===== config.mk =====
export PLATFORM = sky130hd
export DESIGN_NAME = irq_request_dispatcher
export DESIGN_NICKNAME = d
export VERILOG_FILES = /design/src/rtl/irq_pkg.sv /design/src/rtl/irq_prio_sel.sv /design/src/rtl/irq_request_dispatcher.sv
export SDC_FILE = /design/constraint.sdc
export NUM_CORES = 1
export LEC_CHECK = 0
export CELL_PAD_IN_SITES_DETAIL_PLACEMENT = 2
export CELL_PAD_IN_SITES_GLOBAL_PLACEMENT = 2
export CORE_MARGIN = 5
export CORE_UTILIZATION = 25
export CTS_BUF_LIST = sky130_fd_sc_hd__clkbuf_4
export DETAILED_ROUTE_END_ITERATION = 6
export PLACE_DENSITY_LB_ADDON = 0.1
export SYNTH_ARGS = -nofsm -noshare
export SYNTH_HDL_FRONTEND = slang
export SYNTH_HIERARCHICAL = 1
export SYNTH_SLANG_ARGS = --single-unit

===== constraint.sdc =====
create_clock -name clk -period 2.12 [get_ports clk]
set_clock_uncertainty 0.1 [all_clocks]
set_input_delay 0.424 -clock clk [delete_from_list [all_inputs] [get_ports clk]]
set_output_delay 0.424 -clock clk [all_outputs]
set_load 0.005 [all_outputs]

===== src/rtl/irq_pkg.sv =====
// Shared definitions for the interrupt request dispatcher.
package irq_pkg;

    localparam int IRQ_N    = 4;
    localparam int IRQ_ID_W = 2;

    typedef enum logic {
        IDLE  = 1'b0,
        OFFER = 1'b1
    } irq_state_t;

    localparam irq_state_t            STATE_RST = IDLE;
    localparam logic [IRQ_ID_W-1:0]   ID_RST    = '0;

    // One-hot vector selecting the line that an ID refers to.
    function automatic logic [IRQ_N-1:0] id_onehot(input logic [IRQ_ID_W-1:0] id);
        logic [IRQ_N-1:0] vec;
        vec     = '0;
        vec[id] = 1'b1;
        return vec;
    endfunction

endpackage


===== src/rtl/irq_prio_sel.sv =====
// Combinational 4-input priority select: bit 3 wins, any flags a non-empty input.
module irq_prio_sel
    import irq_pkg::*;
(
    input  logic [IRQ_N-1:0]    eligible,
    output logic [IRQ_ID_W-1:0] id,
    output logic                any
);

    // Highest set bit of the eligible vector gives the ID.
    always_comb begin
        id  = '0;
        any = |eligible;
        casez (eligible)
            4'b1???: id = 2'd3;
            4'b01??: id = 2'd2;
            4'b001?: id = 2'd1;
            default: id = 2'd0;
        endcase
    end

endmodule


===== src/rtl/irq_request_dispatcher.sv =====
// Interrupt request front end: synchronisers, pending/lost capture and a
// valid/ready offer FSM. Define IRQ_EDGE_DETECT_EN for rising-edge capture
// with lost tracking; leave it undefined for level capture.
module irq_request_dispatcher
    import irq_pkg::*;
#(
    parameter int SYNC_STAGES = 2
) (
    input  logic                clk,
    input  logic                rst,
    input  logic [IRQ_N-1:0]    irq_in,
    input  logic [IRQ_N-1:0]    mask_in,
    input  logic                irq_ready,
    input  logic                lost_clr,
    output logic                irq_valid,
    output logic [IRQ_ID_W-1:0] irq_id,
    output logic [IRQ_N-1:0]    pending,
    output logic [IRQ_N-1:0]    lost
);

    logic [IRQ_N-1:0]    sync_q [SYNC_STAGES];
    logic [IRQ_N-1:0]    s;
    logic [IRQ_N-1:0]    s_d;
    logic [IRQ_N-1:0]    set;
    logic [IRQ_N-1:0]    clr;
    logic [IRQ_N-1:0]    pending_q;
    logic [IRQ_N-1:0]    eligible;
    logic [IRQ_ID_W-1:0] sel_id;
    logic                sel_any;
    logic                handshake;
    irq_state_t          state_q;
    irq_state_t          state_d;
    logic [IRQ_ID_W-1:0] id_q;
    logic [IRQ_ID_W-1:0] id_d;

    // Synchroniser chain per line plus one extra flop for edge detection.
    always_ff @(posedge clk) begin
        if (rst) begin
            for (int i = 0; i < SYNC_STAGES; i++) begin
                sync_q[i] <= '0;
            end
            s_d <= '0;
        end else begin
            sync_q[0] <= irq_in;
            for (int i = 1; i < SYNC_STAGES; i++) begin
                sync_q[i] <= sync_q[i-1];
            end
            s_d <= s;
        end
    end

    assign s         = sync_q[SYNC_STAGES-1];
    assign irq_valid = (state_q == OFFER);
    assign irq_id    = id_q;
    assign pending   = pending_q;
    assign handshake = irq_valid & irq_ready;
    assign clr       = handshake ? id_onehot(id_q) : '0;
    assign eligible  = pending_q & mask_in;

`ifdef IRQ_EDGE_DETECT_EN
    logic [IRQ_N-1:0] lost_q;

    assign set  = s & ~s_d;
    assign lost = lost_q;

    // Sticky overrun flags; a fresh overrun beats a simultaneous clear.
    always_ff @(posedge clk) begin
        if (rst) begin
            lost_q <= '0;
        end else begin
            lost_q <= (lost_clr ? '0 : lost_q) | (set & pending_q & ~clr);
        end
    end
`else
    logic unused_level;

    assign set          = s;
    assign lost         = '0;
    assign unused_level = ^{lost_clr, s_d};
`endif

    // Pending capture: the accepted line is cleared, a new request re-sets it.
    always_ff @(posedge clk) begin
        if (rst) begin
            pending_q <= '0;
        end else begin
            pending_q <= (pending_q & ~clr) | set;
        end
    end

    irq_prio_sel u_prio_sel (
        .eligible (eligible),
        .id       (sel_id),
        .any      (sel_any)
    );

    // Offer FSM state and latched ID registers.
    always_ff @(posedge clk) begin
        if (rst) begin
            state_q <= STATE_RST;
            id_q    <= ID_RST;
        end else begin
            state_q <= state_d;
            id_q    <= id_d;
        end
    end

    // Next-state logic: latch an ID from IDLE, hold it until accepted in OFFER.
    always_comb begin
        state_d = state_q;
        id_d    = id_q;
        case (state_q)
            IDLE: begin
                if (sel_any) begin
                    state_d = OFFER;
                    id_d    = sel_id;
                end
            end
            OFFER: begin
                if (irq_ready) begin
                    state_d = IDLE;
                end
            end
            default: begin
                state_d = IDLE;
            end
        endcase
    end

endmodule


== Word level (Yosys, flattened, before mapping) ==
Memories as Yosys holds them, arrays and structs flattened.
Cells that the tools add are included.
Operators by class
  bitwise gates (word level): 8
  muxes and demuxes: 12
  magnitude comparators: 2
  reduce and logical (&&, ||, !) cells: 3
  equality and inequality tests: 2
Operators with widths (number)
  4-bit 2-to-1 mux: 3
  4-bit AND: 2
  1-bit 2-to-1 mux: 6
  2-bit case mux with 3 select lines: 1
  4-bit inverter: 1
  4-bit bitwise OR: 1
  4-bit OR reduction: 1
  3-bit by 1-bit == test with 1-bit output, second input constant: 1
  2-bit by 3-bit less-than comparator with 1-bit output, second input constant: 1
  1-bit demux with 2-bit select: 1
  2-bit by 1-bit == test with 1-bit output, second input constant: 1
  2-bit by 1-bit greater-or-equal comparator with 1-bit output, second input constant: 1
  1-bit bitwise OR: 2
  1-bit case mux with 2 select lines: 1
  2-bit AND reduction: 1
  1-bit AND: 1
  1-bit logical AND: 1
  1-bit inverter: 1
Storage, ports and cells
  output and inout bits: 11
  memory bits (writable): 8
  input bits: 12
  register bits: 7
  logic and storage cells: 31
  memories kept: 1
Memories
  sync_q: words 2, bits a word 4, rd ports 2, clocked after Yosys merged registers in 0, write ports 2, RTL line irq_request_dispatcher.sv:21  | logic [IRQ_N-1:0] sync_q [SYNC_STAGES];

== Longest topological paths before layout ==
  depth in word-level cells: 8
  mapped depth: 6
  depth with buffers taken out: 6

== Modules after synthesis ==
The synthesis kept the hierarchy.
Modules (own cells, without submodules)
  irq_request_dispatcher: cells an instance 54, seq. area each 300.3 µm², times used 1, area an instance 543.0 µm²
  irq_prio_sel: cells an instance 4, seq. area each 0.0 µm², times used 1, area an instance 23.8 µm²

== Worst setup path after synthesis ==
No wires, ideal clock.
  path type: input to register
  from: input mask_in[2]
  to: register id_q[0], in the netlist irq_id[0]
  buffers on the path: 0
  stages on the path: 6
  data required time: 1903 ps
  setup time: 117 ps
  arrival: 1404 ps
  slack: 499 ps
  cell sequence: and2_1 -> or2_1 -> or3_1 -> nor2b_4 -> mux2i_1 -> nor2_1
Between the ends
  cells in the longest elaborated chain, start to end: 3
  elaborated cells between the ends (all ways): 6
  those cells by class: eq/ne (2); mux (1); bitwise (1); reduce/logical (2)
Ends and longest elaborated chain
  from (decl): RTL line irq_request_dispatcher.sv:12  | input logic [IRQ_N-1:0] mask_in,
  4-bit AND: RTL line irq_request_dispatcher.sv:58  | assign eligible = pending_q & mask_in;
  4-bit OR reduction: RTL line irq_prio_sel.sv:13  | any = |eligible;
  net sel_any: RTL line irq_request_dispatcher.sv:29  | logic sel_any;
  2-bit AND reduction (no source line)
  to (signal assigned): RTL line irq_request_dispatcher.sv:104  | id_q <= id_d;
  to (decl): RTL line irq_request_dispatcher.sv:33  | logic [IRQ_ID_W-1:0] id_q;
The timed path passes the listed nets, and every way through them passes these cells.
A chain may end at the register's enable or synchronous reset.

== Worst setup path after layout ==
  from: register state_q, in the netlist irq_valid
  to: output irq_valid
RTL lines
  from (decl): RTL line irq_request_dispatcher.sv:31  | irq_state_t state_q;
  from (signal assigned): RTL line irq_request_dispatcher.sv:103  | state_q <= state_d;
  to (decl): RTL line irq_request_dispatcher.sv:15  | output logic irq_valid,
No word-level cell between the ends.

==> results by group <==
Status
  • Run status: completed

Critical path
  • Bufs and invs on worst path: 1
  • Maximum fanout along the worst path: 7
  • Worst stage delay on the critical path: 0.56 ns
  • Worst Path Arrival: 1.35 ns
  • Worst Setup End Kind: output port
  • WP data required: 1.60 ns
  • Family with the most delay on the worst path: buffers and inverters
  • Kind of start point of the critical path: register
  • Chain of cells forming the critical path: clkdlybuf4s50_1
  • Cell with the largest stage delay on the worst path: sky130_fd_sc_hd__clkdlybuf4s50_1
  • Category of the most critical setup path: reg2out

Route
  • Drt total wl: 1270 um
  • Total iterations of the first detailed-routing run: 2
  • Via total after detailed routing: approximately 450
  • Iteration-0 DRC count of the detailed router: 2
  • Number of nets with antenna violations after detailed routing: 0
  • DR DRC count: 0
  • Vias/cell: 4.23
  • Average wire per standard cell: 12.0 um

Clock network
  • Buffer type at the clock tree root: sky130_fd_sc_hd__clkbuf_4
  • TritonCTS clock tree: done
  • PostCTS Resize Cnt: 0
  • Total setup buffers inserted after CTS: 0
  • Clock-pin transition on the worst setup and hold timing paths: 0.09 ns
  • H-tree depth: 1
  • CTS buffer count: 3
  • Hold-fix buffers at CTS: 0
  • Largest buffer count on any clock path: 2
  • Clock sink count: 15
  • Insertion delay to the later sink of the worst-skew pair: 0.27 ns

Timing
  • Transition at the pin with the smallest max-transition slack: 0.523 ns
  • Clock period minus final worst setup slack: 1.87 ns
  • Final Max Slew Viols: 0
  • Highest Clock Rate: 533 MHz
  • Setup slack of the critical path after layout: 0.245 ns
  • Total Neg Setup Slack: 0 ns
  • RSZ-0062 raised after global routing: false
  • Final setup vio count: 0
  • Share of the clock period used by the worst path after layout: 88.4%
  • Final count of hold timing violations: 0
  • Headroom to the max-slew limit: approximately 65%

Finish
  • Post-layout net count: 91
  • Utilization of the core after routing: 35.9%
  • Area added between synthesis and finish: 38.6%
  • Antenna Cells: 0
  • Share of cells above drive strength 1: 8.97%

Yosys
  • Post-synthesis cell count: 58
  • Dominant cell type by area after synthesis: sky130_fd_sc_hd__dfxtp_1
  • Synth Register Bits: 15
  • Prevailing post-synth register cell: sky130_fd_sc_hd__dfxtp_1
  • Syn. warnings: 6
  • Async set or reset register ratio after synthesis: 0%
  • Average cell area after synthesis: 9.77 sq um
  • Share of the yosys chip area belonging to registers: 53.0%
  • Leading cell type by number of instances after synthesis: sky130_fd_sc_hd__dfxtp_1
  • Top-area cell type share of the netlist area: a little over half
  • Count of flip-flops with a built-in enable after synthesis: 0
  • Ranking of synthesized cells by area: sky130_fd_sc_hd__dfxtp_1 (53%), sky130_fd_sc_hd__nor2b_1 (8.8%), sky130_fd_sc_hd__buf_4 (5.3%)
  • Cell Area, Synth: ~570 sq um
  • Netlist cell types: 19
  • Synth cell count leaders: sky130_fd_sc_hd__dfxtp_1 (15), sky130_fd_sc_hd__nor2b_1 (8), sky130_fd_sc_hd__nor2_1 (7)

Flow run
  • Number of maximum-capacitance violations: 0

Floorplan
  • Area of the core: 2190 sq um
  • Total I/O pin count: 23
  • Number of standard-cell rows in the floorplan: 17
  • Die boundary height: just under 60 um
  • Initial core utilization: 25.9%
  • Floorplan die area: approximately 3300 sq um
  • Die X: 57.6 um

Power and ir drop
  • Leakage power total: 0.314 nW
  • Part of the total power dissipated in combinational logic: 12.3%
  • IR drop worst, VDD: 0.247 mV
  • Cell-internal power: 0.000425 W
  • Power Dens Cells: approximately 700 nW/um^2
  • Fraction of power consumed by sequential logic: 56.0%
  • Switching part of the total: 22.3%
  • Clk pwr share: 31.7%
  • NetSw: about 0.00012 W

GRT
  • Largest net degree at the start of global routing: 16
  • Vias in the first global route: 474
  • Total global routing track utilization: ~8.6%
  • Wire length of the first global-routing pass: 2130 um
  • Total grt overflow: 0
  • Antenna violations before repair: 0

Hold path
  • Tightest Hold Check Type: reg2reg

Place
  • Count of input and output buffers: 17
  • Minimum setup slack after placement: -0.0341 ns
  • HPWL reported at the end of detailed placement: 981 um
  • Gp weighted congestion: approximately 0.67
==> layout make-up <==
cell class	instances	area (sq um)
clock buffer	4	30.0
fill	242	1410
inverter	2	7.51
multi-input combinational	39	235
sequential	15	300
tap	28	35.0
timing repair buffer	18	178
==> power groups by stage <==
stage / clock network (W) / registers, W / logic [W]
2_1_floorplan: 0 / 0.000310 / 0.0000341
3_3_place_gp: 0 / 0.000312 / 0.0000668
3_5_place_dp: 0 / 0.000313 / 0.0000682
4_1_cts: 0.000181 / 0.000306 / 0.0000687
5_1_grt: 0.000196 / 0.000308 / 0.0000739
6_report: 0.000173 / 0.000306 / 0.0000673
==> flip-flops by register name, indices dropped and copies added (netlist names) <==
| name | count |
|---|---|
| irq_valid | 1 |
| sync_q | 8 |
| irq_id | 2 |
| pending | 4 |
==> kinds of logic after synthesis <==
kind of cell | Yosys count | synth area share (%)
and+or+nand+nor | 28 | 30.5
DFF | 15 | 53.0
buffers and inverters | 7 | 7.51
AOI/OAI and AO/OA | 5 | 4.86
muxes | 2 | 3.53
other | 1 | 0.662
==> metal layers <==
| metal | vias to the layer above | wire length [um] | global-route usage (%) | share of wire, % |
|---|---|---|---|---|
| met4 | 0 | 14 | 4.97 | 1.1 |
| met2 | 16 | 598 | 13.7 | 47 |
| li1 | 221 | - | - | - |
| met3 | 2 | 102 | 3.12 | 8.0 |
| met5 | - | 0 | 0 | 0 |
| met1 | 209 | 559 | 9.96 | 44 |
==> worst paths after layout <==
| check | depth (start not counted) | from | endpoint | slack (ns) |
|---|---|---|---|---|
| min | 1 | sync_q[0][1] | sync_q[0][5] | 0.34 |
| max | 1 | irq_valid | irq_valid | 0.25 |
| max reg2reg | 6 | pending[2] | irq_id[1] | 0.50 |
| min reg2reg | 1 | sync_q[0][1] | sync_q[0][5] | 0.34 |
==> cells in the final DEF (no fill, tap or decap) <==
cell type,n
sky130_fd_sc_hd__clkdlybuf4s50_1,17
sky130_fd_sc_hd__dfxtp_1,15
sky130_fd_sc_hd__nor2b_1,8
sky130_fd_sc_hd__nor2_1,7
sky130_fd_sc_hd__and2_1,4
sky130_fd_sc_hd__a21oi_1,4
sky130_fd_sc_hd__conb_1,4
sky130_fd_sc_hd__clkbuf_4,4
sky130_fd_sc_hd__nand4b_1,2
sky130_fd_sc_hd__inv_1,2
sky130_fd_sc_hd__mux2i_1,2
sky130_fd_sc_hd__nand4_1,1
sky130_fd_sc_hd__nor2b_4,1
sky130_fd_sc_hd__nand2_1,1
sky130_fd_sc_hd__nor4_2,1
sky130_fd_sc_hd__nor3_1,1
sky130_fd_sc_hd__buf_4,1
sky130_fd_sc_hd__a21o_1,1
sky130_fd_sc_hd__or2_1,1
sky130_fd_sc_hd__or3_1,1
==> through the flow <==
stage	area [sq um]	hold WS [ns]	power [W]	std cells
2_1_floorplan	578	0.313	0.000344	61
3_3_place_gp	756	0.319	0.000378	102
3_5_place_dp	756	0.332	0.000381	102
4_1_cts	786	0.353	0.000556	106
5_1_grt	786	0.365	0.000578	106
6_report	786	0.344	0.000546	106
No activity file was read; power rests on OpenSTA's default activity.
